===== src/rtl/ucsbece154b_pkg.sv =====
// Shared types and constants for the instruction prefetch stage.
package ucsbece154b_pkg;

    localparam int unsigned INSTR_BYTES = 4;

    typedef enum logic {
        S_RUN,
        S_DRAIN
    } prefetch_state_e;

    // Layout of one FIFO entry as produced with the default 32-bit widths.
    typedef struct packed {
        logic        epoch;
        logic [31:0] pc;
        logic [31:0] instr;
    } fetch_entry_t;

endpackage


===== src/rtl/ucsbece154b_prefetch.sv =====
// Instruction prefetch: issues sequential fetches, tags responses with
// {epoch, pc} and pushes them into the downstream FIFO. Credits bound the
// number of words that can be in flight or buffered to the FIFO depth.
module ucsbece154b_prefetch
    import ucsbece154b_pkg::*;
#(
    parameter int unsigned           ADDR_WIDTH      = 32,
    parameter int unsigned           DATA_WIDTH      = 32,
    parameter int unsigned           NR_ENTRIES      = 4,
    parameter int unsigned           MAX_OUTSTANDING = 2,
    parameter logic [ADDR_WIDTH-1:0] RESET_PC        = '0
) (
    input  logic                             clk,
    input  logic                             rst,
    input  logic                             flush_i,
    input  logic [ADDR_WIDTH-1:0]            flush_pc_i,
    output logic                             mem_req_o,
    output logic [ADDR_WIDTH-1:0]            mem_addr_o,
    input  logic                             mem_gnt_i,
    input  logic                             mem_rvalid_i,
    input  logic [DATA_WIDTH-1:0]            mem_rdata_i,
    output logic                             fifo_push_o,
    output logic [ADDR_WIDTH+DATA_WIDTH:0]   fifo_data_o,
    input  logic                             fifo_pop_i
);

    localparam int unsigned CW = $clog2(NR_ENTRIES + 1);
    localparam int unsigned OW = $clog2(MAX_OUTSTANDING + 1);

    prefetch_state_e       state_q, state_d;
    logic [ADDR_WIDTH-1:0] pc_q, pc_d;
    logic [ADDR_WIDTH-1:0] rsp_pc_q, rsp_pc_d;
    logic [CW-1:0]         credit_q, credit_d;
    logic [OW-1:0]         outst_q, outst_d;
    logic [OW-1:0]         kill_cnt_q, kill_cnt_d;
    logic                  epoch_q, epoch_d;

    logic req;
    logic gnt;
    logic drop;
    logic push;

    // Next-state, request/push generation and credit/outstanding accounting.
    always_comb begin
        state_d    = state_q;
        pc_d       = pc_q;
        rsp_pc_d   = rsp_pc_q;
        credit_d   = credit_q;
        outst_d    = outst_q;
        kill_cnt_d = kill_cnt_q;
        epoch_d    = epoch_q;

        req  = !rst && (state_q == S_RUN) && !flush_i &&
               (credit_q != '0) && (outst_q < OW'(MAX_OUTSTANDING));
        gnt  = req && mem_gnt_i;
        // A response is discarded if it belongs to a killed request or
        // arrives in the same cycle as a redirect.
        drop = mem_rvalid_i && (flush_i || (kill_cnt_q != '0));
        push = !rst && mem_rvalid_i && !drop;

        credit_d = credit_q - CW'(gnt) + CW'(drop) + CW'(fifo_pop_i);
        outst_d  = outst_q + OW'(gnt) - OW'(mem_rvalid_i);

        if (gnt)  pc_d     = pc_q + ADDR_WIDTH'(INSTR_BYTES);
        if (push) rsp_pc_d = rsp_pc_q + ADDR_WIDTH'(INSTR_BYTES);

        if (flush_i) begin
            pc_d       = flush_pc_i;
            rsp_pc_d   = flush_pc_i;
            epoch_d    = ~epoch_q;
            kill_cnt_d = outst_q - OW'(mem_rvalid_i);
            state_d    = (kill_cnt_d != '0) ? S_DRAIN : S_RUN;
        end else begin
            if (drop) kill_cnt_d = kill_cnt_q - OW'(1);
            if ((state_q == S_DRAIN) && (kill_cnt_d == '0)) state_d = S_RUN;
        end

        mem_req_o   = req;
        mem_addr_o  = pc_q;
        fifo_push_o = push;
        fifo_data_o = {epoch_q, rsp_pc_q, mem_rdata_i};
    end

    // State and bookkeeping registers with synchronous reset.
    always_ff @(posedge clk) begin
        if (rst) begin
            state_q    <= S_RUN;
            pc_q       <= RESET_PC;
            rsp_pc_q   <= RESET_PC;
            credit_q   <= CW'(NR_ENTRIES);
            outst_q    <= '0;
            kill_cnt_q <= '0;
            epoch_q    <= 1'b0;
        end else begin
            state_q    <= state_d;
            pc_q       <= pc_d;
            rsp_pc_q   <= rsp_pc_d;
            credit_q   <= credit_d;
            outst_q    <= outst_d;
            kill_cnt_q <= kill_cnt_d;
            epoch_q    <= epoch_d;
        end
    end

    // A response with nothing outstanding means the memory broke protocol.
    rvalid_without_request: assert property (
        @(posedge clk) disable iff (rst) mem_rvalid_i |-> (outst_q != '0)
    );

endmodule


===== config.mk =====
export PLATFORM = sky130hd
export DESIGN_NAME = ucsbece154b_prefetch
export DESIGN_NICKNAME = d
export VERILOG_FILES = /design/src/rtl/ucsbece154b_pkg.sv /design/src/rtl/ucsbece154b_prefetch.sv
export SDC_FILE = /design/constraint.sdc
export NUM_CORES = 1
export LEC_CHECK = 0
export ABC_AREA = 1
export CAP_MARGIN = 30
export CORE_AREA = 2 2 132 134
export DETAILED_ROUTE_END_ITERATION = 10
export DIE_AREA = 0 0 134 136
export PLACE_DENSITY = 0.67
export SLEW_MARGIN = 20
export SYNTH_ARGS = -nofsm -noshare
export SYNTH_HDL_FRONTEND = slang
export SYNTH_SLANG_ARGS = --single-unit

===== constraint.sdc =====
create_clock -name clk -period 5.7 [get_ports clk]
set_clock_uncertainty 0.1 [all_clocks]
set_input_delay 0.57 -clock clk [delete_from_list [all_inputs] [get_ports clk]]
set_output_delay 0.57 -clock clk [all_outputs]
set_load 0.01 [all_outputs]

-- Word level (Yosys, flattened, before mapping)
Index checks and enable logic that the tools add are counted.
- bits in registers: 73
- input bits: 70
- output and inout port bits: 99
- add/sub/neg operators: 9
- $lt $le $gt $ge: 1
- muxes and demuxes: 10
- bitwise logic cells: 2
- reductions and logical operators: 20
- operator list (kind ; number):
    $mux W32 ; 4
    $add A32 B3 Y32 const B ; 2
    $reduce_bool A2 Y1 ; 5
    $logic_and A1 B1 Y1 ; 9
    $add A3 B1 Y3 ; 2
    $mux W2 ; 3
    $sub A2 B1 Y2 ; 2
    $logic_not A1 Y1 ; 3
    $mux W1 ; 3
    $reduce_bool A3 Y1 ; 1
    $sub A3 B1 Y3 ; 1
    $add A2 B1 Y2 ; 1
    $logic_not A2 Y1 ; 1
    $lt A2 B2 Y1 const B ; 1
    $not A1 Y1 ; 2
    $sub A2 B1 Y2 const B ; 1
    $logic_or A1 B1 Y1 ; 1

-- Longest topological paths before layout
Gate-level depths: netlist (run 1).
- depth after elaboration: 9
- gate-level depth with buffers: 12
- depth with buffers taken out: 11

-- Worst setup path after synthesis (run 1)
No wires, ideal clock.
- kind: input-to-reg
- from: input port flush_i
- to: register credit_q[2]
- setup time: 0.062 ns
- arrival time: 2.510 ns
- setup slack: 3.029 ns
- stages on the path: 10
- cell sequence: nor2_2 > nand4_4 > inv_2 > buf_2 > ha_1 > inv_1 > fa_1 > fa_1 > or2_2 > nand3_1
- cells in the longest elaborated chain, start to end: 8
- elaborated cells between the ends (all ways): 10
- RTL lines (element ; RTL line ; RTL):
    start, declared ; ucsbece154b_prefetch.sv:15 ; input logic flush_i,
    $logic_not A1 Y1 ; ucsbece154b_prefetch.sv:53 ; req = !rst && (state_q == S_RUN) && !flush_i &&
    $logic_and A1 B1 Y1 (2 in series) ; ucsbece154b_prefetch.sv:53 ;
    $logic_and A1 B1 Y1 ; ucsbece154b_prefetch.sv:54 ; (credit_q != '0) && (outst_q < OW'(MAX_OUTSTANDING));
    $logic_and A1 B1 Y1 ; ucsbece154b_prefetch.sv:55 ; gnt = req && mem_gnt_i;
    $sub A3 B1 Y3 ; ucsbece154b_prefetch.sv:61 ; credit_d = credit_q - CW'(gnt) + CW'(drop) + CW'(fifo_pop_i);
    $add A3 B1 Y3 * (2 in series) ; ucsbece154b_prefetch.sv:61 ;
    end signal, assigned ; ucsbece154b_prefetch.sv:90 ; credit_q <= CW'(NR_ENTRIES);
    end signal, assigned ; ucsbece154b_prefetch.sv:98 ; credit_q <= credit_d;
    end, declared ; ucsbece154b_prefetch.sv:33 ; logic [CW-1:0] credit_q, credit_d;
Mark *: on every way between the ends. The rest lies on a longest branch, timed or not.
A chain may end at the register's enable or synchronous reset.

-- Final worst setup path (run 1)
- from: input port flush_i
- to: output port fifo_push_o
- cells in the longest elaborated chain, start to end: 4
- RTL lines (element ; RTL line ; RTL):
    $logic_or A1 B1 Y1 ; ucsbece154b_prefetch.sv:58 ; drop = mem_rvalid_i && (flush_i || (kill_cnt_q != '0));
    $logic_and A1 B1 Y1 ; ucsbece154b_prefetch.sv:58 ;
    $logic_not A1 Y1 ; ucsbece154b_prefetch.sv:59 ; push = !rst && mem_rvalid_i && !drop;
    $logic_and A1 B1 Y1 ; ucsbece154b_prefetch.sv:59 ;
    end, declared ; ucsbece154b_prefetch.sv:22 ; output logic fifo_push_o,
Every way passes these cells.

==> results of run 1 <==
-- cell families (layout without fill, tap and decap cells) --
logic type | count (synthesis) | after routing | share of synthesized area [%]
fa+ha+maj | 9 | 9 | 2.59
buf+inv | 154 | 223 | 15.0
simple gates | 415 | 415 | 36.5
flops | 73 | 73 | 29.7
compound gates | 117 | 117 | 12.7
xor+xnor | 20 | 20 | 3.56
-- cells in the mapped netlist (2+ instances only) --
| master | count | area (µm²) |
|---|---|---|
| nand2_4 | 4 | 45.0 |
| ha_1 | 7 | 87.6 |
| inv_2 | 6 | 22.5 |
| nand4_1 | 8 | 50.1 |
| nor3_1 | 8 | 40.0 |
| a21oi_1 | 42 | 210 |
| buf_4 | 35 | 263 |
| dfxtp_1 | 73 | 1460 |
| clkbuf_1 | 3 | 11.3 |
| buf_6 | 2 | 22.5 |
| o211ai_1 | 5 | 37.5 |
| o21bai_1 | 2 | 15.0 |
| o21ai_1 | 14 | 70.1 |
| nand2_1 | 246 | 923 |
| or2_2 | 3 | 18.8 |
| nand2_2 | 2 | 12.5 |
| buf_1 | 4 | 15.0 |
| nor2_4 | 4 | 45.0 |
| o21ai_0 | 40 | 200 |
| nor2_1 | 72 | 270 |
| xor2_1 | 19 | 166 |
| inv_1 | 94 | 353 |
| nor2_2 | 12 | 75.1 |
| fa_1 | 2 | 40.0 |
| buf_2 | 9 | 45.0 |
| a31oi_1 | 11 | 68.8 |
| nand3_1 | 51 | 255 |
-- stage by stage --
| stage | hold slack (ns) | utilization (%) | setup WS, ns | std cells | instance area (µm²) |
|---|---|---|---|---|---|
| floorplan | 0.363 | - | 3.03 | 788 | 4920 |
| global placement | 0.351 | 35.0 | 2.09 | 1066 | 5900 |
| detailed placement | 0.356 | 35.0 | 2.04 | 1066 | 5900 |
| CTS | 0.364 | 36.5 | 2.20 | 1082 | 6160 |
| global route | 0.387 | 36.5 | 2.06 | 1082 | 6160 |
| finish | 0.363 | 36.5 | 2.19 | 1082 | 6160 |
-- layer usage --
metal  wire length [µm]  up-vias
met5                  0        -
met4                484        0
met3                985       35
met2               6970      210
met1               7470     2333
li1                   -     2589
-- worst register-to-register path: stages (launching register included) --
cell and delay [ns]:
dfxtp_1 0.37, nor2_2 0.19, nand4_4 0.20, inv_2 0.41, ha_1 0.21, inv_1 0.05, fa_1 0.40, fa_1 0.38
or2_2 0.30, nand3_1 0.06
-- registers in the layout, indices dropped and copies added, names as in the netlist --
name,count
mem_addr_o,32
rsp_pc_q,32
credit_q,3
kill_cnt_q,2
outst_q,2
epoch_q,1
state_q,1
-- power groups by stage --
stage	clock network (W)	registers, W	logic, W
6_report	0.000517	0.000607	0.000300
5_1_grt	0.000545	0.000613	0.000336
4_1_cts	0.000523	0.000606	0.000301
3_5_place_dp	0	0.000617	0.000299
3_3_place_gp	0	0.000616	0.000296
2_1_floorplan	0	0.000616	0.000185
-- path summary, 6_finish.rpt --
check                start       endpoint  slack, ns
max                flush_i    fifo_push_o       2.19
min          mem_addr_o[0]  mem_addr_o[0]       0.36
max reg2reg     outst_q[1]    credit_q[2]       2.96
min reg2reg  mem_addr_o[0]  mem_addr_o[0]       0.36
-- final cells by class --
| class | instances | area (µm²) | share of cell area, % |
|---|---|---|---|
| clock buffers | 12 | 236 | 3.84 |
| clock inverters | 4 | 20.0 | 0.325 |
| inverters | 101 | 382 | 6.20 |
| multi-input cells | 561 | 2730 | 44.3 |
| flip-flops and latches | 73 | 1460 | 23.7 |
| well taps | 225 | 282 | 4.57 |
| repair buffers | 106 | 1050 | 17.1 |
==> summary.txt, run 1 <==
Status
  • Status: complete, no violations

Synth
  • Ys flop type: dfxtp_1
  • Mapped Avg Cell Area: about 6.2 µm²
  • Post-synth EDFFs: 0
  • Async SR Flop Fraction: 0%
  • Sequential element share of the synthesized area: roughly 30%
  • Synthesized flop and latch total: 73
  • YS warnings: 0
  • Distinct cell type count after synthesis: 37
  • Post-Syn Instances: slightly below 800
  • Area of the mapped netlist: around 0.0049 mm²
  • Syn_nets: a little under 900

Layout
  • Antenna diodes: 0
  • Most frequent cells in the layout: 246 x nand2_1, 103 x clkdlybuf4s50_1, 94 x inv_1, 73 x dfxtp_1, 72 x nor2_1
  • Area grow syn2layout: 25.0%
  • Commonest non-fill, non-tap cell in the layout: nand2_1
  • Share of cells above drive strength 1: around 6%
  • Nets: 931
  • Fillers: 1,815

Pwr
  • Post-route total power: 0.00142 W
  • Sequential share of power: a little over two fifths
  • Switching share of power: between 30% and 40%
  • Cell Int Power: 0.000985 W
  • Combinational share of power: 21.1%
  • NetSw: approximately 0.00044 W
  • Static Leak: 2.50 nW
  • Power density cells: 231 mW/mm²
  • Maximum VDD drop: roughly 120 µV
  • Power share of the clock group: between 30 and 40%

GRT
  • Largest net degree at the start of global routing: 40
  • Met1 Usage GRT: 23.9%
  • Grt total ovfl: 0
  • Met3 Resource Use GR: between 2 and 3%
  • Gr usage total: between 15 and 20%
  • GR peak layer: met2
  • Grt met2 use: 27.5%
  • Global-route wire length before repair: around 25,000 µm
  • Number of global-route vias before repair: around 4,800
  • Initial antenna violation count: 0

Place
  • Hpwl dp: 12,100 µm
  • Routability cong.: between 0.9 and 1
  • Port Buf Inserts: about 100

CTS
  • CTS Buf Count: 9
  • CTS HTree Levels: 3
  • Post-CTS sizing: 0
  • CTS tree: done
  • Worst-Skew Late Latency: 0.34 ns
  • Setup bufs post-CTS: 0
  • Clock root cell: clkbuf_16
  • # clock sinks: 73
  • Post-CTS Hold Buffers: 0
  • Maximum clock insertion buffer count: 2
  • Clk slew on worst S/H paths: around 0.060 ns

Worst setup path
  • CP bufs+invs: 5
  • Slowest cell on crit path: clkdlybuf4s50_1
  • WP data arrival: ~2.8 ns
  • CP Max Fanout: 39
  • Startpoint types: primary input
  • CP Data Required Time: 5.03 ns
  • Critical Setup Path Class: primary input to output port
  • CP top delay family: buffers and inverters
  • Worst path depth: 8
  • Reg2reg path depth: 9
  • CP cell instances: clkdlybuf4s50_1 -> buf_4 -> inv_4 -> nand2_4 -> nor2_8 -> nand2_4 -> inv_2 -> clkdlybuf4s50_1
  • Crit-path max cell delay: 0.61 ns
  • Worst setup EP type: output port

Drt
  • Residual DRC: 0
  • Via/cell ratio: around 4.8
  • Total length of routed wires: roughly 16,000 µm
  • Final ANT Viol Nets: 0
  • Wirelength per Cell: 14.7 µm
  • Via count: just over 5,000
  • First-pass iteration count of the detailed router: 5
  • Iter 0 DRT Violations: 346

Floorplanning
  • Die area: about 0.018 mm²
  • CORE AREA: 0.0169 mm²
  • # IOs: between 150 and 200
  • Die Y: approximately 140 µm
  • Die Wd: 134 µm
  • Starting density of the core: 29.2%
  • FP Rows: 48

Min path
  • Hold crit path type: flip-flop to flip-flop
  • Hold Path Depth: 2

Run
  • Max-Cap Viols: 0

STA
  • FMAX: about 290 MHz
  • Worst slew margin: around two thirds
  • TNS Setup: 0 ns
  • Post-layout min period: around 3.5 ns
  • RSZ-0062 raised after global routing: no
  • Final worst path period share: between 60% and 70%
  • Final Max Slew Viols: 0
  • Final hold violations: 0
  • Setup Viol. Count Final: 0
  • Slew @ Worst Pin: 0.526 ns
(Power assumes the default switching activity.)
==> run 2, diff against run 1 <==
==> constraint.sdc (replaced) <==
create_clock -name clk -period 3.4 [get_ports clk]
set_clock_uncertainty 0.1 [all_clocks]
set_input_delay 0.34 -clock clk [delete_from_list [all_inputs] [get_ports clk]]
set_output_delay 0.34 -clock clk [all_outputs]
set_load 0.01 [all_outputs]
==> run 2 against run 1 <==
Against the previous run: clock power is 130% higher; first-iteration DRC count is 34% higher; final area up 2.0%; critical endpoint unchanged; largest cell class unchanged; largest power group is now the clock network.
==> summary.txt, run 2 (synthesized netlist as in run 1, its figures left out) <==
Drt
  • Final ANT Viol Nets: 0
  • Residual DRC: 0
  • Via count: around 5,200
  • Iter 0 DRT Violations: around 460
  • Wirelength per Cell: around 15 µm
  • Total length of routed wires: 15,800 µm
  • Via/cell ratio: about 4.8
  • First-pass iteration count of the detailed router: 5

Floorplanning
  • Die area: ~0.018 mm²
  • CORE AREA: roughly 0.017 mm²
  • Starting density of the core: around 29%
  • FP Rows: 48
  • Die Wd: 134 µm
  • Die Y: 136 µm
  • # IOs: about 170

Worst setup path
  • Worst setup EP type: output port
  • CP Data Required Time: approximately 3.0 ns
  • Crit-path max cell delay: between 0.5 and 0.6 ns
  • CP cell instances: clkdlybuf4s50_1 -> inv_4 -> nand2_4 -> nor2_8 -> nand2_4 -> inv_2 -> clkdlybuf4s50_1
  • R2r endpoint: credit_q[2]
  • Origin of the critical flop-to-flop path: credit_q[1]
  • Critical Setup Path Class: primary input to output port
  • Startpoint types: primary input
  • Reg2reg path depth: 10
  • CP Max Fanout: 18
  • Slowest cell on crit path: clkdlybuf4s50_1
  • WP data arrival: approximately 2.1 ns
  • FF-to-FF setup slack: slightly above 1 ns

Pwr
  • Maximum VDD drop: between 200 and 300 µV
  • Power density cells: approximately 430 mW/mm²
  • Static Leak: between 2 and 3 nW

STA
  • Slack of the critical path: around 0.83 ns
  • Worst slew margin: 61.6%
  • Post-layout min period: ~2.6 ns
  • RSZ-0062 raised after global routing: no
  • FMAX: slightly below 400 MHz
  • Setup Viol. Count Final: 0
  • Final worst path period share: between 70% and 80%
  • TNS Setup: 0 ns
  • Slew @ Worst Pin: just under 0.6 ns
  • Final hold violations: 0
  • Final Max Slew Viols: 0

Place
  • Cell count after placement: between 1,000 and 1,500
  • Place WS: about 0.54 ns
  • Port Buf Inserts: approximately 100
  • Routability cong.: between 0.8 and 0.9
  • Hpwl dp: about 12,000 µm
  • Area after DPL: around 0.0059 mm²

GRT
  • Initial antenna violation count: 0
  • Met1 Usage GRT: between 20% and 30%
  • GR peak layer: met2
  • Grt total ovfl: 0
  • Largest net degree at the start of global routing: between 40 and 50
  • Gr usage total: 17.9%
  • Grt met2 use: approximately 29%
  • Global-route wire length before repair: between 20,000 and 30,000 µm
  • Number of global-route vias before repair: 4,899
  • Met3 Resource Use GR: under 10%

CTS
  • Post-CTS Hold Buffers: 0
  • CTS HTree Levels: 3
  • Post-CTS sizing: 0
  • Setup bufs post-CTS: 0
  • Clock root cell: clkbuf_16
  • Clk slew on worst S/H paths: approximately 0.05 ns
  • # clock sinks: 73
  • Worst-Skew Late Latency: about 0.34 ns
  • CTS tree: done
  • CTS Buf Count: 9
  • Maximum clock insertion buffer count: 2

Layout
  • Finished Cell Area: roughly 0.0063 mm²
  • Final core utilization: 37.2%
  • Most frequent cells in the layout: 246 x nand2_1, 103 x clkdlybuf4s50_1, 94 x inv_1, 73 x dfxtp_1, 72 x nor2_1
  • Commonest non-fill, non-tap cell in the layout: nand2_1
  • Area grow syn2layout: 27.6%
  • Antenna diodes: 0
  • Share of cells above drive strength 1: about 6.5%
  • Nets: between 900 and 1,000
  • Finished Layout Cells: 1,085

Run
  • Max-Cap Viols: 0

Min path
  • Hold Crit Endpoint: rsp_pc_q[1]
  • Hold Path Depth: 2
  • Hold crit path type: flip-flop to flip-flop
  • Origin of the worst min-delay path: rsp_pc_q[1]

Status
  • Status: complete, no violations
run 2: cell count changes in the layout (fill, tap and decap cells not counted), sizes merged:
cell	before	now
clkinv	4	2
bufinv	0	4
clkbuf	12	10
buf	3	6
run 2: power by group:
part	switching [W]	internal (W)	total (W)	leakage [nW]
clock	0.000386	0.000789	0.00117	0.176
sequential	0.0000871	0.000930	0.00102	0.603
combinational	0.000273	0.000233	0.000507	1.78
total	0.000746	0.00195	0.00270	2.56
run 2: through the flow:
stage | total power [W] | hold slack (ns)
after floorplan | 0.00134 | 0.363
after CTS | 0.00272 | 0.368
after global placement | 0.00154 | 0.356
after detailed placement | 0.00154 | 0.357
after global routing | 0.00282 | 0.394
final | 0.00270 | 0.364
run 2: final cells by class:
class / count / area (µm²)
flip-flops and latches: 73 / 1460
multi-input cells: 561 / 2730
well taps: 225 / 282
clock inverters: 6 / 130
repair buffers: 109 / 1070
inverters: 101 / 382
clock buffers: 10 / 229
fillers: 1771 / 10600
run 2: metal layers:
| layer | vias up | share of wire (%) |
|---|---|---|
| li1 | 2604 | - |
| met1 | 2352 | 45 |
| met2 | 205 | 44 |
| met3 | 27 | 9.1 |
| met4 | 0 | 2.4 |
| met5 | - | 0 |
run 2: worst max-delay path, delay by kind of cell:
family,cells,cell delay (ns)
buffers and inverters,4,1.36
AND/OR/NAND/NOR,3,0.43
run 2: worst max-delay path by stage:
| stage | start | end | slack [ns] |
|---|---|---|---|
| after floorplan | flush_i | credit_q[2] | 0.96 |
| after global placement | flush_i | credit_q[2] | 0.58 |
| after detailed placement | flush_i | credit_q[2] | 0.54 |
| after CTS | flush_i | fifo_push_o | 0.80 |
| after global routing | flush_i | credit_q[2] | 0.72 |
| final | flush_i | fifo_push_o | 0.83 |
